**config.mk**
```make
export PLATFORM = sky130hd
export DESIGN_NAME = gshare_predictor
export DESIGN_NICKNAME = d
export VERILOG_FILES = /design/src/rtl/gshare_predictor.sv
export SDC_FILE = /design/constraint.sdc
export NUM_CORES = 1
export LEC_CHECK = 0
export BUFFER_PORTS_ARGS = -buffer_cell sky130_fd_sc_hd__buf_2
export CAP_MARGIN = 20
export CORE_MARGIN = 2
export CORE_UTILIZATION = 25
export DETAILED_ROUTE_END_ITERATION = 8
export GPL_ROUTABILITY_DRIVEN = 1
export HOLD_SLACK_MARGIN = 0.02
export PLACE_DENSITY = 0.41
export SLEW_MARGIN = 20
export SYNTH_ARGS = -nofsm -noshare
export SYNTH_HDL_FRONTEND = slang
export SYNTH_SLANG_ARGS = --single-unit
export TNS_END_PERCENT = 20
```
**constraint.sdc**
```tcl
create_clock -name CLK -period 8.9 [get_ports CLK]
set_input_delay 0.445 -clock CLK [delete_from_list [all_inputs] [get_ports CLK]]
set_output_delay 0.445 -clock CLK [all_outputs]
set_load 0.05 [all_outputs]
```
**src/rtl/gshare_predictor.sv**
```systemverilog
// Gshare direction predictor: a PHT of saturating counters indexed by PC XOR speculative
// global history, with an in-order queue of in-flight predictions for training and repair.
`timescale 1ns/1ps

module gshare_predictor #(
  parameter int unsigned GHR_BITS   = 8,
  parameter int unsigned INDEX_BITS = 8,
  parameter int unsigned CTR_BITS   = 2,
  parameter int unsigned DEPTH      = 4,
  parameter int unsigned PC_LSB     = 2
) (
  input  logic                         CLK,
  input  logic                         nRST,
  input  logic                         predict_valid,
  input  logic [31:0]                  predict_pc,
  output logic                         predict_ready,
  output logic                         predict_taken,
  input  logic                         resolve_valid,
  input  logic                         resolve_taken,
  output logic                         resolve_mispredict,
  input  logic                         flush,
  output logic [$clog2(DEPTH+1)-1:0]   inflight_count
);

  localparam int unsigned PHT_N = 1 << INDEX_BITS;
  localparam int unsigned PTR_W = $clog2(DEPTH);
  localparam int unsigned CNT_W = $clog2(DEPTH + 1);

  typedef logic [CTR_BITS-1:0] ctr_t;

  localparam ctr_t CTR_MAX  = '1;
  localparam ctr_t CTR_INIT = ctr_t'((1 << (CTR_BITS - 1)) - 1);
  localparam logic [31:0] PC_IDX_MASK = 32'(((64'd1 << INDEX_BITS) - 64'd1) << PC_LSB);

  typedef struct packed {
    logic [INDEX_BITS-1:0] index;
    logic                  pred;
  } entry_t;

  ctr_t                  pht_q [PHT_N];
  ctr_t                  pht_d [PHT_N];
  entry_t                q_q   [DEPTH];
  entry_t                q_d   [DEPTH];
  logic [PTR_W-1:0]      head_q, head_d;
  logic [PTR_W-1:0]      tail_q, tail_d;
  logic [CNT_W-1:0]      count_q, count_d;
  logic [GHR_BITS-1:0]   spec_ghr_q, spec_ghr_d;
  logic [GHR_BITS-1:0]   arch_ghr_q, arch_ghr_d;

  logic [INDEX_BITS-1:0] index_c;
  logic                  accept_c;
  logic                  res_acc_c;
  logic                  squash_c;
  entry_t                head_entry_c;
  ctr_t                  head_ctr_c;
  logic                  unused_pc_bits;

  // PC bits outside the index field do not participate in prediction.
  assign unused_pc_bits = ^(predict_pc & ~PC_IDX_MASK);

  // Prediction lookup and handshake qualifiers, all from current state.
  always_comb begin
    index_c            = predict_pc[PC_LSB +: INDEX_BITS] ^ INDEX_BITS'(spec_ghr_q);
    predict_taken      = pht_q[index_c][CTR_BITS-1];
    predict_ready      = (count_q != CNT_W'(DEPTH));
    inflight_count     = count_q;
    accept_c           = predict_valid && predict_ready;
    res_acc_c          = resolve_valid && (count_q != '0);
    head_entry_c       = q_q[head_q];
    head_ctr_c         = pht_q[head_entry_c.index];
    resolve_mispredict = res_acc_c && (resolve_taken != head_entry_c.pred);
    squash_c           = flush || resolve_mispredict;
  end

  // Next-state: PHT training, history update, queue push/pop and repair.
  always_comb begin
    pht_d      = pht_q;
    q_d        = q_q;
    head_d     = head_q;
    tail_d     = tail_q;
    count_d    = count_q;
    spec_ghr_d = spec_ghr_q;
    arch_ghr_d = arch_ghr_q;

    if (res_acc_c) begin
      if (resolve_taken) begin
        if (head_ctr_c != CTR_MAX) pht_d[head_entry_c.index] = head_ctr_c + ctr_t'(1);
      end else begin
        if (head_ctr_c != '0) pht_d[head_entry_c.index] = head_ctr_c - ctr_t'(1);
      end
      arch_ghr_d = {arch_ghr_q[GHR_BITS-2:0], resolve_taken};
    end

    if (squash_c) begin
      // Squash drops every in-flight entry and restores history from the retired stream.
      head_d     = '0;
      tail_d     = '0;
      count_d    = '0;
      spec_ghr_d = arch_ghr_d;
    end else begin
      if (accept_c) begin
        q_d[tail_q] = '{index: index_c, pred: predict_taken};
        tail_d      = tail_q + PTR_W'(1);
        spec_ghr_d  = {spec_ghr_q[GHR_BITS-2:0], predict_taken};
      end
      if (res_acc_c) begin
        head_d = head_q + PTR_W'(1);
      end
      case ({accept_c, res_acc_c})
        2'b10:   count_d = count_q + CNT_W'(1);
        2'b01:   count_d = count_q - CNT_W'(1);
        default: count_d = count_q;
      endcase
    end
  end

  // State registers.
  always_ff @(posedge CLK or negedge nRST) begin
    if (!nRST) begin
      for (int unsigned i = 0; i < PHT_N; i++) pht_q[i] <= CTR_INIT;
      for (int unsigned i = 0; i < DEPTH; i++) q_q[i] <= '0;
      head_q     <= '0;
      tail_q     <= '0;
      count_q    <= '0;
      spec_ghr_q <= '0;
      arch_ghr_q <= '0;
    end else begin
      pht_q      <= pht_d;
      q_q        <= q_d;
      head_q     <= head_d;
      tail_q     <= tail_d;
      count_q    <= count_d;
      spec_ghr_q <= spec_ghr_d;
      arch_ghr_q <= arch_ghr_d;
    end
  end

endmodule

```
==> impl_metrics.toml <==
[yosys]
synthArstFlopShare_pct = 100
yosys_warnings = 0
synth_edf_count = 0
syn_area_mm2 = 0.0296
avgSynthCellArea_um2 = 11.9
ys_seq_elements = 571
syn_inst = 2489
synth_fp_nets = 2534
ys_seq_area_share_pct = 49.3
synth.distinct_cells = 66
ys.flop_type = "dfrtp_1"

[timing]
fin_worst_skew_ns = 0.0336
report.final.hold_viol_count = 0
setup_tns_ns = 0
fmax_mhz = 146
fin_crit_sh_pct = 77.2
setup_viol = 0
maxSlewViolCount = 0
fin_crit_ns = 6.87
rsz0062_at_grt = "false"
worst_pin_slew_ns = 1.01
slew_headroom_pct = 32.5

[floorplanning]
fp-row-count = 126
die_x_um = 348
core_area_mm2 = 0.118
fp.dieH_um = 348
start_util_pct = 25.2
die_area_mm2 = 0.121
num_io_pins = 44

[power]
power_density_mw_per_mm2 = 386
ir_drop_mv = 1.13
leakagePower_nw = 13.3
power.total_mw = 13.1

[worst_hold_path]
hp-class = "input port to flip-flop"

[critical_path]
cp_max_fo = 69
start_kind = "flip-flop"
required_ns = 9.46
cp.arrival_ns = 7.43
cp_slowest_stage_delay_ns = 1.06
slowest_stage = "mux4_4"
crit_chain = "mux4_4, buf_12, nor2b_1, a211oi_1, a311oi_1, nor4_1, nor3_1, o21ai_0, a31o_2, or3_1, ha_1, nor2b_1, a211oi_1, nand2_1, nor2_4, nand2_1, mux2_2"
critPathKind = "flip-flop to flip-flop"
cp-end-kind = "flip-flop"

[detailed_routing]
wirelength_mm = 100
detail_route.wl_per_cell_um = 24.7
via_per_inst = 5.04
firstDrtPassIters = 5
antenna_left = 0
vias = 20500
drcViolationCount = 0
drt_iter0_markers = 1525

[status]
status = "complete, no violations"

[place]
portBuffers = 19
dp_hpwl_mm = 61.8
gp_congestion = 0.811

[grt]
grt_usage_pct = 16.6
grt_busiest_layer = "met2"
grt_util_met1_pct = 22.6
grt_pass1_vias = 21600
grt_pass1_wl_mm = 150
grt.overflow.total = 0
antenna_found_initial = 0
gr-usage-met2_pct = 27.0
grt_max_degree = 171
met3_usage_pct = 3.09

[clock_tree]
tritoncts = "yes"
root_buffer = "clkbuf_16"
htree_levels = 3
cts_made_buffers = 71
clockBufferDepth = 3
clkLatencyLatePin_ns = 0.65
cts_sinks = 571
path_clk_slew_ns = 0.06

[layout]
layout_commonest_cell = "nand2_1"
syn2layout_area_growth_pct = 14.2
most-common-layout-cells = "398 x nand2_1, 394 x mux2_2, 315 x dfrtp_1"
drive_above_1_share_pct = 40.1
nets = 2513

[run]
cap_violations = 0
Yosys cell counts, drive strengths merged, types with 9 or more instances:
master    n  area (um2)
o21ai   147         736
a211oi   16         120
xnor2    14         123
dfrtp   315        7880
o22ai     9        62.6
nor2    293        1100
nor3     13        65.1
dfstp   256        6730
a22oi    27         203
buf      92         611
mux2    395        4450
nor2b    22         138
and3     11        68.8
clkbuf   76         289
nand2   404        1520
a31oi    22         144
nand3    24         120
mux2i    26         260
mux4    170        3890
a21oi    59         295
worst max-delay path: cells and delay by family, from the launching register on:
kind,cells,cell delay (ns)
AO/OA/AOI/OAI,5,1.49
buffers and inverters,1,0.32
adder cells (fa/ha/maj),1,0.18
multiplexers,2,1.39
flip-flops,1,0.90
AND/OR/NAND/NOR,8,2.39
final timing paths:
path	startpoint	to	slack, ns	cells past startpoint
setup / recovery	head_q[0]$_DFFE_PN0P_	flip-flop	2.03	17
hold / removal	predict_pc[2]	q_q[10]$_DFFE_PN0P_	0.30	3
setup reg to reg	head_q[0]$_DFFE_PN0P_	flip-flop	2.03	17
hold reg to reg	flip-flop	flip-flop	0.47	2
max in group asynchronous	nRST	pht_q[273]$_DFFE_PN0P_	6.24	4
min in group asynchronous	nRST	q_q[22]$_DFFE_PN0P_	0.43	2
through the flow:
step                      util (%)  cells  hold slack [ns]  worst slack (ns)  instance area [um2]
after floorplan                  -   2489            0.149              4.36                29600
after global placement        26.7   3929            0.453              2.06                31400
after detailed placement      26.7   3929            0.461              2.06                31400
after CTS                     28.7   4062            0.274              2.04                33800
after global routing          28.7   4062            0.315              1.62                33800
final                         28.7   4063            0.299              2.03                33800
final cells by class:
type,count,area [um2]
Sequential cell,571,14600
Clock inverter,17,241
Tap cell,1536,1920
Multi-Input combinational cell,1747,14200
Timing Repair Buffer,74,673
Antenna cell,1,2.50
Clock buffer,114,2140
Fill cell,11900,83900
Inverter,3,11.3
report_power, final:
group | leakage, nW | switching [mW] | total [mW] | internal, mW
logic | 5.21 | 4.92 | 6.65 | 1.73
clock network | 1.17 | 1.20 | 2.97 | 1.77
registers | 6.96 | 0.315 | 3.44 | 3.13
logic make-up (layout without fill, tap and decap cells):
family	Yosys count	count (layout)	share of synthesized area (%)
flops	571	571	49.3
buf+inv	171	208	3.07
compound gates	330	330	6.75
xor+xnor	20	20	0.617
mux	591	591	29.0
other cells	0	1	0
fa+ha+maj	7	7	0.321
simple gates	799	799	10.9
per-layer routing:
layer,up-vias,wire length [um]
met2,522,47400
met3,142,5050
met5,-,0
met1,10900,45200
li1,8967,-
met4,0,2530
what timing repair did:
action	in CTS	in global routing
resized for setup	0	0
hold endpoints to repair	68	0
setup buffers	0	0
hold buffers	2	0
No activity file was read; power rests on OpenSTA's default activity.
